**src/rtl/alu_shift_pkg.sv**
```systemverilog
// Shared definitions for the iterative shift/rotate engine.
//   - shift mode codes (ALU_FUN[1:0])
//   - operand select codes (ALU_FUN[2])
//   - FSM state encoding
package alu_shift_pkg;

  localparam logic [1:0] MODE_SRL = 2'b00;
  localparam logic [1:0] MODE_SLL = 2'b01;
  localparam logic [1:0] MODE_SRA = 2'b10;
  localparam logic [1:0] MODE_ROR = 2'b11;

  localparam logic SEL_A = 1'b0;
  localparam logic SEL_B = 1'b1;

  typedef enum logic {
    IDLE  = 1'b0,
    SHIFT = 1'b1
  } state_t;

endpackage

```
**src/rtl/alu_shift_engine_if.sv**
```systemverilog
// Operation bus between the ALU decoder and the shift engine.
//   master (decoder): A, B, ALU_FUN, SHAMT, Shift_Enable
//   slave  (engine) : Busy, Shift_OUT, Carry_OUT, OUT_VALID, o_dbg_state
//
// Handshake: an operation is accepted on the rising edge where
// Shift_Enable=1 and Busy=0. Operands are sampled only at that edge.
// Shift_Enable seen while Busy=1 is dropped, not queued. Each accepted
// operation yields exactly one single-cycle OUT_VALID strobe; Shift_OUT
// and Carry_OUT hold until the next strobe. Busy is low again in the
// OUT_VALID cycle, so a new request there is accepted (back-to-back).
interface alu_shift_engine_if #(
  parameter int DATA_WIDTH    = 8,
  parameter int AMT_WIDTH     = $clog2(DATA_WIDTH) + 1,
  parameter int ALU_FUN_WIDTH = 3
);
  import alu_shift_pkg::*;

  logic [DATA_WIDTH-1:0]    A;
  logic [DATA_WIDTH-1:0]    B;
  logic [ALU_FUN_WIDTH-1:0] ALU_FUN;
  logic [AMT_WIDTH-1:0]     SHAMT;
  logic                     Shift_Enable;
  logic                     Busy;
  logic [DATA_WIDTH-1:0]    Shift_OUT;
  logic                     Carry_OUT;
  logic                     OUT_VALID;
  state_t                   o_dbg_state;

  modport master (
    output A, B, ALU_FUN, SHAMT, Shift_Enable,
    input  Busy, Shift_OUT, Carry_OUT, OUT_VALID, o_dbg_state
  );

  modport slave (
    input  A, B, ALU_FUN, SHAMT, Shift_Enable,
    output Busy, Shift_OUT, Carry_OUT, OUT_VALID, o_dbg_state
  );

endinterface

```
**src/rtl/alu_shift_step.sv**
```systemverilog
// Combinational single-bit shift/rotate of a DATA_WIDTH word.
//   i_word : current word
//   i_mode : MODE_SRL / MODE_SLL / MODE_SRA / MODE_ROR
//   i_fill : bit entering the vacated end (ignored for ROR)
//   o_word : word after one step
//   o_exit : bit leaving the word on this step
module alu_shift_step
  import alu_shift_pkg::*;
#(
  parameter int DATA_WIDTH = 8
) (
  input  logic [DATA_WIDTH-1:0] i_word,
  input  logic [1:0]            i_mode,
  input  logic                  i_fill,
  output logic [DATA_WIDTH-1:0] o_word,
  output logic                  o_exit
);

  always_comb begin
    o_word = i_word;
    o_exit = 1'b0;
    case (i_mode)
      MODE_SRL, MODE_SRA: begin
        o_word = {i_fill, i_word[DATA_WIDTH-1:1]};
        o_exit = i_word[0];
      end
      MODE_SLL: begin
        o_word = {i_word[DATA_WIDTH-2:0], i_fill};
        o_exit = i_word[DATA_WIDTH-1];
      end
      MODE_ROR: begin
        o_word = {i_word[0], i_word[DATA_WIDTH-1:1]};
        o_exit = i_word[0];
      end
      default: begin
        o_word = i_word;
        o_exit = 1'b0;
      end
    endcase
  end

endmodule

```
**src/rtl/alu_shift_engine.sv**
```systemverilog
// Iterative shift/rotate engine: one bit per clock, four modes, operand
// select, registered result with a one-cycle OUT_VALID strobe.
//   CLK : rising-edge clock
//   RST : asynchronous active-low reset
//   bus : alu_shift_engine_if.slave (operands, request, result, status)
module alu_shift_engine
  import alu_shift_pkg::*;
#(
  parameter int DATA_WIDTH = 8,
  parameter int AMT_WIDTH  = $clog2(DATA_WIDTH) + 1
) (
  input  logic              CLK,
  input  logic              RST,
  alu_shift_engine_if.slave bus
);

  localparam logic [AMT_WIDTH-1:0] LP_DW  = AMT_WIDTH'(DATA_WIDTH);
  localparam logic [AMT_WIDTH-1:0] LP_ONE = AMT_WIDTH'(1);

  state_t                r_state;
  state_t                w_next_state;
  logic [DATA_WIDTH-1:0] r_work;
  logic [AMT_WIDTH-1:0]  r_cnt;
  logic [1:0]            r_mode;
  logic                  r_sign;
  logic                  r_busy;
  logic [DATA_WIDTH-1:0] r_shift_out;
  logic                  r_carry;
  logic                  r_valid;

  logic                  w_accept;
  logic [DATA_WIDTH-1:0] w_operand;
  logic [1:0]            w_mode;
  logic [AMT_WIDTH-1:0]  w_n;
  logic                  w_fill;
  logic [DATA_WIDTH-1:0] w_step_word;
  logic                  w_step_exit;

  // In IDLE, Busy is high only while a zero-count result is pending,
  // so IDLE && !Busy is the accept window.
  assign w_accept  = (r_state == IDLE) && !r_busy && bus.Shift_Enable;
  assign w_operand = (bus.ALU_FUN[2] == SEL_B) ? bus.B : bus.A;
  assign w_mode    = bus.ALU_FUN[1:0];

  // Effective count: rotates wrap, shifts saturate at the word width.
  always_comb begin
    w_n = bus.SHAMT;
    if (w_mode == MODE_ROR) begin
      w_n = bus.SHAMT % LP_DW;
    end else if (bus.SHAMT > LP_DW) begin
      w_n = LP_DW;
    end
  end

  // SRA refills with the sign captured at accept; other modes fill 0.
  assign w_fill = (r_mode == MODE_SRA) ? r_sign : 1'b0;

  alu_shift_step #(
    .DATA_WIDTH (DATA_WIDTH)
  ) u_step (
    .i_word (r_work),
    .i_mode (r_mode),
    .i_fill (w_fill),
    .o_word (w_step_word),
    .o_exit (w_step_exit)
  );

  always_comb begin
    w_next_state = r_state;
    case (r_state)
      IDLE: begin
        if (w_accept && (w_n != '0)) begin
          w_next_state = SHIFT;
        end
      end
      SHIFT: begin
        if (r_cnt == LP_ONE) begin
          w_next_state = IDLE;
        end
      end
      default: w_next_state = IDLE;
    endcase
  end

  always_ff @(posedge CLK or negedge RST) begin
    if (!RST) begin
      r_state     <= IDLE;
      r_work      <= '0;
      r_cnt       <= '0;
      r_mode      <= MODE_SRL;
      r_sign      <= 1'b0;
      r_busy      <= 1'b0;
      r_shift_out <= '0;
      r_carry     <= 1'b0;
      r_valid     <= 1'b0;
    end else begin
      r_state <= w_next_state;
      r_valid <= 1'b0;
      if (w_accept) begin
        r_work <= w_operand;
        r_mode <= w_mode;
        r_sign <= w_operand[DATA_WIDTH-1];
        r_cnt  <= w_n;
        r_busy <= 1'b1;
      end else if ((r_state == IDLE) && r_busy) begin
        // Zero-count operation: pass the operand through unchanged.
        r_shift_out <= r_work;
        r_carry     <= 1'b0;
        r_valid     <= 1'b1;
        r_busy      <= 1'b0;
      end else if (r_state == SHIFT) begin
        r_work <= w_step_word;
        r_cnt  <= r_cnt - LP_ONE;
        if (r_cnt == LP_ONE) begin
          r_shift_out <= w_step_word;
          r_carry     <= w_step_exit;
          r_valid     <= 1'b1;
          r_busy      <= 1'b0;
        end
      end
    end
  end

  assign bus.Busy        = r_busy;
  assign bus.Shift_OUT   = r_shift_out;
  assign bus.Carry_OUT   = r_carry;
  assign bus.OUT_VALID   = r_valid;
  assign bus.o_dbg_state = r_state;

endmodule

```
**src/flat_wrapper.sv**
```systemverilog
// flat-port wrapper written by rule: the top's interface ports become plain ports
module alu_shift_engine_flat import alu_shift_pkg::*;
#(
  parameter int DATA_WIDTH = 8,
  parameter int AMT_WIDTH  = $clog2(DATA_WIDTH) + 1
)
  (CLK, RST, bus_A, bus_B, bus_ALU_FUN, bus_SHAMT, bus_Shift_Enable, bus_Busy, bus_Shift_OUT, bus_Carry_OUT, bus_OUT_VALID, bus_o_dbg_state);
  alu_shift_engine_if #(.DATA_WIDTH(DATA_WIDTH), .AMT_WIDTH(AMT_WIDTH)) bus_i ();
  input  logic CLK;
  input  logic RST;
  input wire logic [$bits(bus_i.A)-1:0] bus_A;
  input wire logic [$bits(bus_i.B)-1:0] bus_B;
  input wire logic [$bits(bus_i.ALU_FUN)-1:0] bus_ALU_FUN;
  input wire logic [$bits(bus_i.SHAMT)-1:0] bus_SHAMT;
  input wire logic [$bits(bus_i.Shift_Enable)-1:0] bus_Shift_Enable;
  output wire logic [$bits(bus_i.Busy)-1:0] bus_Busy;
  output wire logic [$bits(bus_i.Shift_OUT)-1:0] bus_Shift_OUT;
  output wire logic [$bits(bus_i.Carry_OUT)-1:0] bus_Carry_OUT;
  output wire logic [$bits(bus_i.OUT_VALID)-1:0] bus_OUT_VALID;
  output wire logic [$bits(bus_i.o_dbg_state)-1:0] bus_o_dbg_state;
  assign bus_i.A = bus_A;
  assign bus_i.B = bus_B;
  assign bus_i.ALU_FUN = bus_ALU_FUN;
  assign bus_i.SHAMT = bus_SHAMT;
  assign bus_i.Shift_Enable = bus_Shift_Enable;
  assign bus_Busy = bus_i.Busy;
  assign bus_Shift_OUT = bus_i.Shift_OUT;
  assign bus_Carry_OUT = bus_i.Carry_OUT;
  assign bus_OUT_VALID = bus_i.OUT_VALID;
  assign bus_o_dbg_state = bus_i.o_dbg_state;
  alu_shift_engine #(.DATA_WIDTH(DATA_WIDTH), .AMT_WIDTH(AMT_WIDTH)) u_core (.CLK(CLK), .RST(RST), .bus(bus_i));
endmodule
```
**config.mk**
```make
export PLATFORM = sky130hd
export DESIGN_NAME = alu_shift_engine_flat
export DESIGN_NICKNAME = d
export VERILOG_FILES = /design/src/rtl/alu_shift_pkg.sv /design/src/rtl/alu_shift_engine_if.sv /design/src/rtl/alu_shift_step.sv /design/src/rtl/alu_shift_engine.sv /design/src/flat_wrapper.sv
export SDC_FILE = /design/constraint.sdc
export NUM_CORES = 1
export LEC_CHECK = 0
export ABC_AREA = 0
export CAP_MARGIN = 20
export CORE_MARGIN = 5
export CORE_UTILIZATION = 43
export DETAILED_ROUTE_END_ITERATION = 10
export GPL_TIMING_DRIVEN = 0
export PLACE_DENSITY = 0.76
export SLEW_MARGIN = 40
export SYNTH_ARGS = -nofsm -noshare
export SYNTH_HDL_FRONTEND = slang
export SYNTH_HIERARCHICAL = 1
export SYNTH_SLANG_ARGS = --single-unit
export TNS_END_PERCENT = 5
```
**constraint.sdc**
```tcl
create_clock -name CLK -period 4.9 [get_ports CLK]
set_input_delay 0.98 -clock CLK [delete_from_list [all_inputs] [get_ports CLK]]
set_output_delay 0.98 -clock CLK [all_outputs]
set_load 0.02 [all_outputs]
```
Yosys cells after proc, flatten, opt, wreduce, memory -nomap -nowiden
Index checks and enable logic that the tools add are counted.
Storage, ports and cells
  latch bits: 0
  logic and storage cells: 65
  ROM bits: 0
  output and inout bits: 12
  memories kept: 0
  RAM bits: 0
  input port bits: 26
  register bits: 27
Operators by class
  eq/ne operators: 6
  add/subtract/negate cells: 1
  reduce and logical (&&, ||, !) cells: 17
  shift-type cells: 0
  bitwise gates (word level): 2
  multiply operators: 0
  multiplexer cells: 29
  div/mod/pow operators: 0
  order comparisons: 1
Operators by type and width (number)
  8-bit 2-to-1 mux: 7
  8-bit one-hot mux with 3 select lines: 1
  4-bit 2-to-1 mux: 5
  1-bit 2-to-1 mux: 14
  2-bit == test (second input constant): 3
  2-bit nonzero test: 3
  3-bit nonzero test: 2
  4-bit by 1-bit == test with 1-bit output (second input constant): 1
  4-bit > comparator (second input constant): 1
  1-bit logical AND: 4
  1-bit one-hot mux with 2 select lines: 2
  2-bit AND reduction: 2
  4-bit nonzero test: 1
  4-bit by 1-bit subtractor with 4-bit output (second input constant): 1
  3-bit AND reduction: 1
  3-bit OR reduction: 1
  2-bit by 1-bit == test with 1-bit output (second input constant): 1
  2-bit logical NOT: 1
  2-bit by 1-bit inequality test with 1-bit output (second input constant): 1
  1-bit inverter: 2
  2-bit OR reduction: 1
  1-bit logical NOT: 1

Logic depth before layout (Yosys ltp)
Gate-level depths: netlist (run 1).
  depth after elaboration: 7
  mapped depth: 6
  mapped depth without buffers: 6

Modules after synthesis
The synthesis (run 1) kept the hierarchy.
Modules (own cells, without submodules)
  alu_shift_engine: area each 1447.6 um^2, cells each 133, seq. area each 675.6 um^2, times used 1
  alu_shift_step: area each 163.9 um^2, cells each 13, seq. area each 0.0 um^2, times used 1

Worst setup path after synthesis (run 1)
OpenSTA, ideal clock, no wires.
  kind: input -> register
  from: in bus_Shift_Enable
  to: reg u_core.r_mode[0]
  path buffers: 0
  setup time: 125 ps
  stages on the path: 2
  arrival time: 1683 ps
  path slack: 3093 ps
  required time: 4775 ps
  cell sequence: nor3b_2 -> mux2_2
On the way
  longest elaborated chain between the ends: 1
Ends and longest elaborated chain
  start, declared: RTL line flat_wrapper.sv:15  | input wire logic [$bits(bus_i.Shift_Enable)-1:0] bus_Shift_Enable;
  1-bit logical AND: RTL line alu_shift_engine.sv:41  | assign w_accept = (r_state == IDLE) && !r_busy && bus.Shift_Enable;
  end signal, assigned: RTL line alu_shift_engine.sv:101  | r_mode <= w_mode;
  end, declared: RTL line alu_shift_engine.sv:24  | logic [1:0] r_mode;
No other way between the ends.
A chain may end at the register's enable or synchronous reset.

Final worst setup path (run 1)
  from: reg u_core.r_busy (netlist: u_core/bus.Busy)
  to: out bus_Busy
RTL lines
  start, declared: RTL line alu_shift_engine.sv:26  | logic r_busy;
  start signal, assigned: RTL line alu_shift_engine.sv:92  | r_busy <= 1'b0;
  start signal, assigned: RTL line alu_shift_engine.sv:104  | r_busy <= 1'b1;
  start signal, assigned: RTL line alu_shift_engine.sv:110  | r_busy <= 1'b0;
  end, declared: RTL line flat_wrapper.sv:16  | output wire logic [$bits(bus_i.Busy)-1:0] bus_Busy;
No word-level cell between the ends.

==> out/metrics.cfg, run 1 <==
[status]
status = finished clean

[timing]
worst_slew_pin_slew_ns = 0.6065
setup_ws_ns = 2.536
fin_skew_ns = 0.0009860
timing.fmax_mhz = 423.1
drv_slew = 0
rsz0062_at_grt = false
finalSetupTns_ns = 0
fin_crit_ns = 2.364
final-hold-violation-count = 0
setup_viol = 0
final.period_utilization = 0.4824
relSlewSlack = 0.5956

[finish]
drive_gt1_frac = 0.2139
fin_cells = 235
synthToLayoutAreaGrowth_pct = 29.19
num_antenna_cells = 0
nNetsFinal = 216
fin_util = 0.5730

[hold_path]
worstHoldPathType = reg -> reg
holdPathEnd = u_core/bus.Shift_OUT[7]
holdPathStages = 1
holdCritStartpoint = u_core/bus.Shift_OUT[7]

[synthesis]
syn-cell-area_um2 = 1612
synth_top_flop_cell = dfrtp_1
post-synth-top-count-cell = dfrtp_1
yosysWarningCount = 6
yosysTopAreaCell = dfrtp_1
syn-num-nets = 174
synth_top_cell_area_share = 0.4193
synth_area_leaders = dfrtp_1 (42%), mux2_4 (15%), mux2_2 (7.0%)
synthTopCellsByCount = dfrtp_1 (27), mux2_4 (16), nand2_1 (13), nor2_1 (12), mux2_2 (10)
syn_avg_cell_area_um2 = 11.04
ys_ff_latch = 27
ys_types = 32
seq_area_frac_synth = 0.4193
async_flop_share = 1.000
syn_inst = 146
synth_edf_count = 0

[die]
die_w_um = 71.22
die_y_um = 71.22
pin_count = 38
rows = 22
core_um2 = 3633
dieArea_um2 = 5072
initial_core_util = 0.4435

[placement]
portBuffers = 37
pre_cts_ws_ns = 2.413
numPlacedInstances = 231
gp_congestion = 0.8233
dp_hpwl_um = 2762

[clock_tree]
cts_sinks = 27
cts_resized = 0
clk_path_buf_depth = 2
cts_buffers = 3
hold_buffers = 0
cts_root_buffer = clkbuf_8
post_cts_buffers = 0
cts_tree = built
clkTransAtPathRegs_ns = 0.09
clkLatencyLatePin_ns = 0.27
h-tree-depth = 1

[route]
drc = 0
ant_nets = 0
drtIter0Drc = 60
via_count = 1245
wl_per_cell_um = 15.19
wirelength_um = 3569
routed_via_density = 5.298
dr.pass1.iters = 4

[power_and_ir_drop]
power_density_nw_per_um2 = 628.9
power.leakage_nw = 0.8812
vdd_drop_max_uv = 238.2

[grt]
first_global_vias = 1294
grt_max_degree = 28
antenna_found_initial = 0
grt-ovfl-total = 0
grt_usage = 0.1472
grt_pass1_wl_um = 6058

[critical_path]
crit_path_end_kind = output pin
arrival_ns = 1.38
path_buf_inv = 1
required_ns = 3.92
rr_startpoint = u_core/r_cnt[1]
start_kind = flop
cp_cell_sequence = clkdlybuf4s50_1
r2r_cells = 6
critical_path.max_fanout = 7
crit_slowest_cell = clkdlybuf4s50_1
crit_family = buffers and inverters
r2r_end = u_core/bus.Shift_OUT[6]
cpPeakStageDelay_ns = 0.65
worst-r2r-setup-slack_ns = 3.10
critical_path_class = reg -> out

[run]
cap_violations = 0

[per-stage QoR]
| stage | total power [mW] | cell area [µm²] | hold WS (ns) |
|---|---|---|---|
| 2_1_floorplan | 0.9639 | 1612 | 0.4953 |
| 3_3_place_gp | 1.162 | 2042 | 0.4968 |
| 3_5_place_dp | 1.187 | 2037 | 0.4983 |
| 4_1_cts | 1.319 | 2082 | 0.5227 |
| 5_1_grt | 1.400 | 2082 | 0.5388 |
| 6_report | 1.309 | 2082 | 0.5162 |
[routing by layer]
layer | part of all wire | vias to the layer above | global-route usage
li1 | - | 607 | -
met1 | 0.46 | 599 | 0.1984
met2 | 0.47 | 35 | 0.2306
met3 | 0.050 | 4 | 0.02525
met4 | 0.016 | 0 | 0.06681
met5 | 0 | - | 0
[registers in the layout, summed over array words and instances, names as in the netlist]
name,count
u_core/bus.Shift_OUT,8
u_core/bus.OUT_VALID,1
u_core/r_mode,2
u_core/bus.Busy,1
u_core/bus.o_dbg_state,1
u_core/r_sign,1
u_core/r_cnt,4
u_core/bus.Carry_OUT,1
u_core/r_work,8
[worst reg2reg max path, cell delays in order (launching register included)]
cell and delay, ns:
dfrtp_1 0.40, inv_1 0.09, ha_1 0.16, nor3b_1 0.38, a21o_1 0.19, buf_6 0.16, mux2_4 0.31
[layout make-up]
| cell class | instances | area [µm²] |
|---|---|---|
| flip-flops and latches | 27 | 675.6 |
| multi-input cells | 107 | 864.6 |
| repair buffers | 37 | 365.4 |
| fillers | 332 | 1551 |
| well taps | 48 | 60.06 |
| plain buffers | 9 | 60.06 |
| inverters | 3 | 11.26 |
| clock buffers | 4 | 45.04 |
[power by group]
group / internal [mW] / switching, mW / leakage [nW]
logic: 0.423 / 0.323 / 0.531
clock network: 0.0582 / 0.0662 / 0.0228
registers: 0.335 / 0.104 / 0.328
[kinds of logic after synthesis]
kind of cell    count (synthesis)  synth area share
xor+xnor                        1          0.005436
fa+ha+maj                       2           0.01553
compound gates                 33            0.1491
mux                            28            0.2314
simple gates                   43            0.1351
flops                          27            0.4193
buf+inv                        12           0.04425
[worst max path at each step]
stage	from	to	slack, ns	depth (start not counted)
4_1_cts	u_core/bus.Busy	bus_Busy	2.52	1
6_report	u_core/bus.Busy	bus_Busy	2.54	1
3_3_place_gp	bus_ALU_FUN[2]	u_core/r_work[7]	2.43	5
5_1_grt	u_core/bus.Busy	bus_Busy	2.48	1
2_1_floorplan	bus_Shift_Enable	u_core/r_mode[0]	3.09	2
3_5_place_dp	bus_ALU_FUN[2]	u_core/r_work[7]	2.41	5
[cell usage in the layout (no fill, tap or decap), drive strengths merged]
cell type and n:
a211oi 8, a21bo 1, a21boi 2, a21o 1, a21oi 6, a22o 2
a22oi 3, a311oi 1, a31o 1, buf 8, clkbuf 6, clkdlybuf4s50 36
dfrtp 27, ha 2, inv 3, mux2 26, mux2i 2, nand2 13
nand2b 1, nand3 3, nor2 12, nor2b 10, nor3 1, nor3b 2
o211ai 1, o31ai 7, or4 1, xnor2 1
No activity file was read; power rests on OpenSTA's default activity.
==> inputs of run 2 (changes only) <==
==> constraint.sdc (replaced) <==
create_clock -name CLK -period 2.35 [get_ports CLK]
set_input_delay 0.47 -clock CLK [delete_from_list [all_inputs] [get_ports CLK]]
set_output_delay 0.47 -clock CLK [all_outputs]
set_load 0.02 [all_outputs]
==> results of run 2 <==
The final DEF is identical to that of run 1. Status: finished clean.
Main changes from that run: setup slack after placement 2.413 ns -> 0.3728 ns; setup slack after layout 2.536 ns -> 0.4965 ns; hold slack 0.5162 ns -> 0.2007 ns; register-to-register setup slack 3.10 ns -> 0.55 ns; total power 1.309 mW -> 2.730 mW; worst IR drop on VDD 238.2 µV -> 496.6 µV
==> inputs of run 3 (changes only) <==
--- a/config.mk
+++ b/config.mk
@@ -11,7 +11,7 @@
 export CORE_UTILIZATION = 43
 export DETAILED_ROUTE_END_ITERATION = 10
 export GPL_TIMING_DRIVEN = 0
-export PLACE_DENSITY = 0.76
+export PLACE_DENSITY = 0.78
 export SLEW_MARGIN = 40
 export SYNTH_ARGS = -nofsm -noshare
 export SYNTH_HDL_FRONTEND = slang
==> constraint.sdc (replaced) <==
create_clock -name CLK -period 1.65 [get_ports CLK]
set_input_delay 0.33 -clock CLK [delete_from_list [all_inputs] [get_ports CLK]]
set_output_delay 0.33 -clock CLK [all_outputs]
set_load 0.02 [all_outputs]
==> run 3 against run 2 <==
- the run now ends with negative setup slack left
- first-iteration DRC count increased by 22%
- worst hold slack got worse by 0.15 ns
- combinational power rose by 51%
- critical endpoint is now u_core/bus.Shift_OUT[6]
- largest cell class unchanged
==> out/metrics.cfg, run 3 (synthesis results as in run 1) <==
[timing]
setup_viol = 7  ; +7
relSlewSlack = 0.6087  ; +0.01306
fin_crit_ns = 1.681
drv_slew = 0  ; unchanged
setup_ws_ns = -0.03074
final.period_utilization = 1.019
final-hold-violation-count = 0  ; unchanged
worst_slew_pin_slew_ns = 0.5869  ; -0.01959 ns
rsz0062_at_grt = true
fin_skew_ns = 0.002791  ; +0.001805 ns
timing.fmax_mhz = 595.0

[critical_path]
cp_cell_sequence = nor2b_4 -> buf_8 -> mux2_4 -> mux2_4 -> mux2_4
critical_path.max_fanout = 8  ; +1
crit_slowest_cell = dfrtp_2
cp_common_cell = mux2_4
start_kind = flop
worst-r2r-setup-slack_ns = -0.03
endpoint = u_core/bus.Shift_OUT[6]
critical_path_class = reg -> reg
arrival_ns = 1.83  ; +0.45 ns
crit_path_end_kind = flop
r2r_cells = 5  ; -1
crit_path_start = u_core/r_mode[1]
crit_cells = 5  ; +4
required_ns = 1.80
rr_startpoint = u_core/r_mode[1]
path_buf_inv = 1  ; unchanged
r2r_end = u_core/bus.Shift_OUT[6]
crit_family = multiplexers
cpPeakStageDelay_ns = 0.44  ; -0.21 ns

[grt]
antenna_found_initial = 0  ; unchanged
first_global_vias = 1267  ; -2.1%
grt-ovfl-total = 0  ; unchanged
grt_pass1_wl_um = 5851  ; -3.4%
grt_usage = 0.1430  ; -0.004231
grt_max_degree = 28  ; unchanged

[placement]
dp_hpwl_um = 2806  ; +1.6%
portBuffers = 37  ; unchanged
gp_congestion = 0.7930  ; -3.7%

[route]
drtIter0Drc = 73  ; +22%
wl_per_cell_um = 15.40  ; +1.4%
routed_via_density = 5.387  ; +1.7%
wirelength_um = 3665  ; +2.7%
via_count = 1282  ; +3.0%
drc = 0  ; unchanged
dr.pass1.iters = 4  ; unchanged
ant_nets = 0  ; unchanged

[power_and_ir_drop]
finalPower_mw = 4.028
power_frac_clock = 0.090  ; -0.005
p_int_mw = 2.513
combPwrFrac = 0.580  ; +0.011
seq_power_share = 0.329  ; -0.007
vdd_drop_max_uv = 570.8
power_density_nw_per_um2 = 1886
swShare = 0.3760
p_switching_mw = 1.514
power.leakage_nw = 0.9143  ; +3.8%

[clock_tree]
h-tree-depth = 1  ; unchanged
clkLatencyLatePin_ns = 0.26  ; about the same
clk_path_buf_depth = 2  ; unchanged
cts_sinks = 27  ; unchanged
cts_root_buffer = clkbuf_8
clkTransAtPathRegs_ns = 0.09  ; about the same
cts_buffers = 3  ; unchanged
hold_buffers = 0  ; unchanged
cts_tree = built

[die]
core_um2 = 3633  ; unchanged
dieArea_um2 = 5072  ; unchanged
rows = 22  ; unchanged
pin_count = 38  ; unchanged
die_w_um = 71.22  ; unchanged
initial_core_util = 0.4435  ; unchanged
die_y_um = 71.22  ; unchanged

[finish]
synthToLayoutAreaGrowth_pct = 32.53
nNetsFinal = 219  ; +1.4%
layout_commonest_cell = clkdlybuf4s50_1
drive_gt1_frac = 0.2474  ; +0.03346
fill_cells = 325  ; -2.1%
layout_common_cells = clkdlybuf4s50_1 (34), dfrtp_1 (26), mux2_4 (20)
fin_util = 0.5878  ; +0.01481
num_antenna_cells = 0  ; unchanged

[run]
cap_violations = 0  ; unchanged

[status]
violations = negative setup slack
status = complete, but fails checks

[hold_path]
worstHoldPathType = in -> async

run 3: through the flow:
step	TNS, ns	std cells	hold WS [ns]	worst slack (ns)	cell area [µm²]
after floorplan	0	146	0.03441	0.05375	1612
after global placement	-4.999	231	0.4966	-0.1462	2042
after detailed placement	-2.487	231	0.3667	-0.1666	2037
after CTS	-0.3112	235	0.07228	-0.05613	2096
after global routing	-0.3822	238	0.1021	-0.06616	2136
final	-0.08982	238	0.05515	-0.03074	2136
run 3: layout make-up:
cell class	count	area, µm²	area share
multi-input combinational	107	893.4	0.4183
sequential	27	676.9	0.3169
timing repair buffer	40	385.4	0.1804
buffer	9	63.81	0.02988
tap	48	60.06	0.02812
clock buffer	4	45.04	0.02109
inverter	3	11.26	0.005272
run 3: repair_timing:
action,4_1_cts,5_1_grt
endpoints found under the setup margin,10,9
buffers inserted,0,3
pin swaps,0,1
gates resized for setup,6,6
run 3: worst reg2reg max path: cells and delay by family, from the launching register on:
kind / cells / cell delay (ns)
flops: 1 / 0.44
simple gates: 1 / 0.13
mux: 3 / 0.85
buf+inv: 1 / 0.15
run 3: power groups by stage:
stage | Clock (mW) | Sequential, mW | Combinational (mW)
after floorplan | 0 | 1.42 | 1.45
after global placement | 0 | 1.29 | 2.15
after detailed placement | 0 | 1.32 | 2.21
after CTS | 0.376 | 1.32 | 2.25
after global routing | 0.399 | 1.38 | 2.50
final | 0.364 | 1.33 | 2.34
run 3: worst min path at each step:
stage | startpoint | slack [ns] | end
after CTS | RST | 0.07 | u_core/r_sign
final | RST | 0.06 | u_core/r_sign
after global routing | RST | 0.10 | u_core/r_sign
after floorplan | RST | 0.03 | u_core/bus.Busy
after detailed placement | RST | 0.37 | u_core/r_sign
after global placement | u_core/bus.Shift_OUT[1] | 0.50 | u_core/bus.Shift_OUT[1]
run 3: metal layers:
layer  global-route usage  up-vias  part of all wire
met5                    0        -                 0
met4              0.05637        0            0.0093
met3              0.01262        2             0.052
met2               0.2429       39              0.53
met1               0.1877      624              0.41
li1                     -      617                 -
==> RTL edit 1 (settings of run 3) <==
`DATA_WIDTH` is set to 8 in 4 places; all go to 16.
--- a/src/rtl/alu_shift_engine_if.sv
+++ b/src/rtl/alu_shift_engine_if.sv
@@ -9,7 +9,7 @@
 // and Carry_OUT hold until the next strobe. Busy is low again in the
 // OUT_VALID cycle, so a new request there is accepted (back-to-back).
 interface alu_shift_engine_if #(
-  parameter int DATA_WIDTH    = 8,
+  parameter int DATA_WIDTH    = 16,
   parameter int AMT_WIDTH     = $clog2(DATA_WIDTH) + 1,
   parameter int ALU_FUN_WIDTH = 3
 );
--- a/src/rtl/alu_shift_step.sv
+++ b/src/rtl/alu_shift_step.sv
@@ -7,7 +7,7 @@
 module alu_shift_step
   import alu_shift_pkg::*;
 #(
-  parameter int DATA_WIDTH = 8
+  parameter int DATA_WIDTH = 16
 ) (
   input  logic [DATA_WIDTH-1:0] i_word,
   input  logic [1:0]            i_mode,
--- a/src/rtl/alu_shift_engine.sv
+++ b/src/rtl/alu_shift_engine.sv
@@ -6,7 +6,7 @@
 module alu_shift_engine
   import alu_shift_pkg::*;
 #(
-  parameter int DATA_WIDTH = 8,
+  parameter int DATA_WIDTH = 16,
   parameter int AMT_WIDTH  = $clog2(DATA_WIDTH) + 1
 ) (
   input  logic              CLK,
--- a/src/flat_wrapper.sv
+++ b/src/flat_wrapper.sv
@@ -1,7 +1,7 @@
 // flat-port wrapper written by rule: the top's interface ports become plain ports
 module alu_shift_engine_flat import alu_shift_pkg::*;
 #(
-  parameter int DATA_WIDTH = 8,
+  parameter int DATA_WIDTH = 16,
   parameter int AMT_WIDTH  = $clog2(DATA_WIDTH) + 1
 )
   (CLK, RST, bus_A, bus_B, bus_ALU_FUN, bus_SHAMT, bus_Shift_Enable, bus_Busy, bus_Shift_OUT, bus_Carry_OUT, bus_OUT_VALID, bus_o_dbg_state);
Ports: changed (resized bus_A, bus_B, bus_SHAMT and bus_Shift_OUT); port bits go from 38 to 63. No check against the original RTL was run, so the function may have changed too.
==> RTL edit 1 against run 3 <==
Worst hold slack improved by 480 ps. Sequential cell count rose by 17. First-iteration DRC count rose by 110%. Final area rose by 60%. Wire length rose by 80%. Sequential power rose by 61%. Synthesized area rose by 58%. Worst setup slack improved by 43 ps. Via count rose by 70%. Die area rose by 49%. Maximum frequency rose by 2.6%. Power rose by 53%. Clock skew rose by 2.8 ps. Largest cell class unchanged.
==> RTL edit 1: results (changes against run 3) <==
Status:
- The run finished with clean final reports.

Critical path:
- The biggest cell delay along the critical path is 410 ps (-30 ps).
- In this run the critical register-to-register path is launched from u_core/r_cnt[1]$_DFFE_PN0P_.
- The category of cells accounting for the largest share of critical-path delay is simple AND/OR/NAND/NOR gates.
- The path depth of the worst reg2reg path was 6 (+1).
- The top fanout value on the critical path is 10 (+2).
- The worst setup path is launched from a register.
- The reg-to-reg setup timing slack was 10 ps (+40 ps).
- The slowest library cell on the worst path is sky130_fd_sc_hd__dfrtp_1.
- In this run the critical register-to-register path is captured at u_core/bus.Shift_OUT[9]$_DFFE_PN0P_.

Routing:
- The average vias per placed instance came to 5.61 (+4.1%).
- The sum of routed wire length over all layers is 6590 um (+80%).
- The initial DRC count was 151 (+110%).

Placed design:
- The weighted congestion at the end of routability-driven global placement is 0.817 (+3.0%).
- The number of buffer cells added on primary ports is 62 (+68%).
- The HPWL after detailed placement was 4770 um (+70%).
- The post-place instance area is 3290 um2 (+62%).
- The instance count after placement with tap cells included was 380 (+65%).
- The post-placement worst setup slack is -448 ps (-281 ps).

Global route:
- The via count of the first global-routing pass is 2190 (+73%).
- The global-route wire length before repair is 10900 um (+87%).
- The pin count of the biggest net entering global routing was 45 (+61%).
- The all-layer global routing usage is 0.184 (+0.0407).

Timing:
- The tightest hold margin is 533 ps (+478 ps).
- The post-route clock skew came to 5.59 ps (+2.80 ps).
- The relative max-transition margin came to 0.642 (+0.0337).

Yosys:
- The post-synthesis net count is 287 (+65%).
- Yosys attributes the largest share of cell area to sky130_fd_sc_hd__dfrtp_1 43%, sky130_fd_sc_hd__o221a_2 7.1%, sky130_fd_sc_hd__mux2_4 5.9%.
- The average footprint of a synthesized cell is 10.6 um2 (-4.4%).
- The sequential-to-total area share from yosys stat is 0.431 (+0.0119).
- The count of unique library cells instantiated by Yosys is 40 (+25%).
- Counting instances in the post-synthesis netlist gives the leading cell types as 44 x sky130_fd_sc_hd__dfrtp_1, 30 x sky130_fd_sc_hd__o21ai_0, 19 x sky130_fd_sc_hd__nand2_1, 16 x sky130_fd_sc_hd__nor2b_1, 16 x sky130_fd_sc_hd__o221a_2.

Finish:
- The final cell count without fillers came to 389 (+63%).
- The area used by sequential logic in the layout is 1100 um2 (+63%).
- The count of nets after finishing is 358 (+63%).
- The share of post-route cells with drive strength above 1 is 0.223 (-0.0244).

Worst hold path:
- In this run the worst hold path is classified as input port to asynchronous set/reset pin.

Clocking:
- The latest clock arrival within the worst-skew pair was 300 ps (+40 ps).
- The number of levels the H-tree was split into is 2 (+1).
- The number of buffers on the longest clock path is 2 (unchanged).

Power:
- The maximum ir drop on the vdd rail was 0.967 mV (+69%).
- The leakage power is 1.40 nW (+53%).
- The net switching power figure is 2.41 mW (+59%).
RTL edit 1: changes by cell type in the layout (fill, tap and decap cells not counted), sizes merged, moves of 9 or more:
cell | before | now
o221a | 0 | 16
dfrtp | 27 | 44
o21ai | 0 | 30
or2b | 0 | 10
clkdlybuf4s50 | 34 | 55
clkbuf | 6 | 15
RTL edit 1: final cells by class:
cell class                      count  share of cell area
Sequential cell                    44               0.322
Clock inverter                      2             0.00292
Timing Repair Buffer               64               0.194
Buffer                             18              0.0394
Tap cell                           75              0.0274
Multi-Input combinational cell    177               0.388
Clock buffer                        6              0.0241
Inverter                            3             0.00329
RTL edit 1: cell families after synthesis:
group / Yosys count / share of synthesized area
AO/OA/AOI/OAI: 78 / 0.220
AND/OR/NAND/NOR: 74 / 0.174
flip-flops: 44 / 0.431
buffers and inverters: 21 / 0.0524
multiplexers: 20 / 0.102
XOR/XNOR: 3 / 0.0103
adder cells (fa/ha/maj): 2 / 0.00980
RTL edit 1: timing repair:
action	4_1_cts	5_1_grt
resized for setup	7	15
hold endpoints to repair	12	0
hold buffers	1	0
setup endpoints to repair	22	25
RTL edit 1: power groups by stage:
stage               Clock, mW  Sequential, mW  Combinational (mW)
floorplan                   0            2.31                2.02
global placement            0            2.13                3.23
detailed placement          0            2.15                3.31
CTS                     0.718            2.14                3.33
global route            0.763            2.23                3.65
finish                  0.701            2.14                3.33
RTL edit 1: worst max-delay path by stage:
stage | to | slack (ps) | depth (start not counted)
3_5_place_dp | u_core/r_work[10]$_DFFE_PN0P_ | -450 | 5
2_1_floorplan | u_core/bus.Shift_OUT[2]$_DFFE_PN0P_ | 120 | 5
3_3_place_gp | u_core/bus.Shift_OUT[0]$_DFFE_PN0P_ | -910 | 1
5_1_grt | u_core/bus.Shift_OUT[8]$_DFFE_PN0P_ | -70 | 6
4_1_cts | u_core/bus.Shift_OUT[8]$_DFFE_PN0P_ | 8 | 6
6_report | u_core/bus.Shift_OUT[9]$_DFFE_PN0P_ | 10 | 6
RTL edit 1: worst register-to-register path, delay by kind of cell (launching register included):
kind / cells / cell delay, ps
DFF: 1 / 410
buffers and inverters: 2 / 260
AOI/OAI and AO/OA: 1 / 270
and+or+nand+nor: 2 / 460
adders and majority gates: 1 / 140
RTL edit 1: routing by layer:
metal	wire [um]	up-vias	track usage
li1	-	1030	-
met1	2880	1074	0.256
met2	3210	72	0.297
met3	442	6	0.0360
met4	57	0	0.0397
met5	0	-	0
==> RTL edit 2 (config.mk and constraints of run 3) <==
Without the edit above. Reset style: synchronous (`RST`), changed in one clocked block. Comments in the files are not updated.
--- a/src/rtl/alu_shift_engine.sv
+++ b/src/rtl/alu_shift_engine.sv
@@ -82,7 +82,7 @@
     endcase
   end
 
-  always_ff @(posedge CLK or negedge RST) begin
+  always_ff @(posedge CLK) begin
     if (!RST) begin
       r_state     <= IDLE;
       r_work      <= '0;
Check against the original RTL: differs if RST is asserted again (counterexample within 4 cycles, from zero or initial values and one cycle with RST low); with RST held inactive, the same outputs for 10 cycles.
==> RTL edit 2 against run 3 <==
Wire length decreased by 5.8%. Maximum frequency is 6.7% higher. Via count rose by 0.23%. Count of clock-buffer cells in the layout down 1. First-iteration DRC count shrank 8.2%. Worst hold slack improved by 360 ps. Synthesized area down 4.9%. Worst setup slack improved by 110 ps. Sequential cell count stayed put. Final area down 6.6%.
Power is not compared: it rests on default switching activity, and its combinational part moved more than twofold at a synthesized area within 25%.
==> RTL edit 2: results (changes against run 3) <==
Timing:
- The tightest hold margin is 419 ps (+364 ps).
- The post-route clock skew is 6.06 ps (+3.27 ps).
- The worst setup slack after layout is 74.4 ps (+105 ps).

Yosys:
- The post-synthesis xor/xnor area fraction came to 0 (-0.00543).
- The area share of fa/ha/maj cells after synthesis is 0.0163 (+0.000799).
- The commonest cells after synthesis are 28 x sky130_fd_sc_hd__nand2_1, 27 x sky130_fd_sc_hd__dfxtp_1, 17 x sky130_fd_sc_hd__mux2i_1, 12 x sky130_fd_sc_hd__nor2_1, 9 x sky130_fd_sc_hd__o211a_1.
- The post-synthesis net count is 196 (+13%).
- By area the synthesized netlist is led by sky130_fd_sc_hd__dfxtp_1 35%, sky130_fd_sc_hd__mux2i_1 11%, sky130_fd_sc_hd__mux2_4 7.8%.
- The share of the synthesized area in compound gates (AO/OA/AOI/OAI) is 0.210 (+0.0607).
- The mux share of post-synthesis cell area is 0.189 (-0.0420).
- The number of cells produced by synthesis was 168 (+15%).
- The sequential-to-total area share from yosys stat is 0.353 (-0.0666).
- In the synthesized netlist the dominant register cell turns out to be sky130_fd_sc_hd__dfxtp_1.

Routing:
- The average vias per placed instance is 5.08 (-5.7%).
- The vias after detailed routing is 1285 (+0.23%).
- The average wire per cell in the routed design is 13.6 um (-11%).
- The initial DRC count is 67 (-8.2%).

Critical path:
- The arrival time of the worst setup path is 1250 ps (-580 ps).
- The path depth of the worst reg2reg path came to 6 (+1).
- The biggest cell delay along the critical path is 590 ps (+150 ps).
- The top fanout value on the critical path came to 1 (-7).
- The slowest library cell on the worst path is sky130_fd_sc_hd__clkdlybuf4s50_1.
- The reg-to-reg setup timing slack is 110 ps (+140 ps).

Clocking:
- The number of levels the H-tree was split into is 1 (unchanged).
- The master cell of the clock root buffer is sky130_fd_sc_hd__clkbuf_4.
- The clock-pin slew of the registers on the worst-case setup and hold paths is 150 ps (+60 ps).
- The latest clock arrival within the worst-skew pair is 320 ps (+60 ps).

Global route:
- The global-route wire length before repair is 5630 um (-3.8%).
- The routing usage on met3 was 0.0275 (+0.0149).
- The met1 usage is 0.190 (+0.00202).
- The via count of the first global-routing pass is 1191 (-6.0%).
- The pin count of the biggest net entering global routing came to 17 (-39%).
- The all-layer global routing usage is 0.141 (-0.00218).
- The global routing usage on met2 is 0.226 (-0.0172).

Power:
- The share of total power dissipated in sequential elements is 0.491.

Placed design:
- The post-place instance area is 1940 um2 (-4.7%).
- The number of buffer cells added on primary ports is 35 (-5.4%).
- The HPWL after detailed placement is 2590 um (-7.8%).
- The instance count after placement with tap cells included came to 249 (+7.8%).
- The post-placement worst setup slack is -165 ps (+1.96 ps).

Finish:
- The share of post-route cells with drive strength above 1 is 0.111 (-0.136).
- The count of nets after finishing is 236 (+7.8%).
- The post-route core utilization is 0.588 (+0.000599).
- The final-layout fill cell count came to 294 (-9.5%).

Status:
- The run finished with clean final reports.

Worst hold path:
- The min-delay analysis places its worst path in the category input port to register.
-- RTL edit 2: worst paths after layout --
path	endpoint	startpoint
max reg2reg	u_core/bus.Shift_OUT[5]$_SDFFE_PN0P_	u_core/r_mode[0]$_SDFFE_PN0P_
min reg2reg	u_core/bus.Carry_OUT$_SDFFE_PN0P_	u_core/bus.Carry_OUT$_SDFFE_PN0P_
min	u_core/r_work[3]$_SDFFE_PN0P_	RST
max	bus_OUT_VALID	u_core/bus.OUT_VALID$_SDFF_PP0_
-- RTL edit 2: cell type report --
class | count | share of cell area
Buffer | 13 | 0.0370
Clock buffer | 3 | 0.0113
Clock inverter | 1 | 0.00376
Inverter | 2 | 0.00376
Multi-Input combinational cell | 126 | 0.457
Sequential cell | 27 | 0.271
Tap cell | 46 | 0.0289
Timing Repair Buffer | 35 | 0.188
-- RTL edit 2: layer usage --
metal	wire [um]	vias to the layer above
met5	0	-
met4	40	0
met3	180	2
met2	1640	31
met1	1600	583
li1	-	669
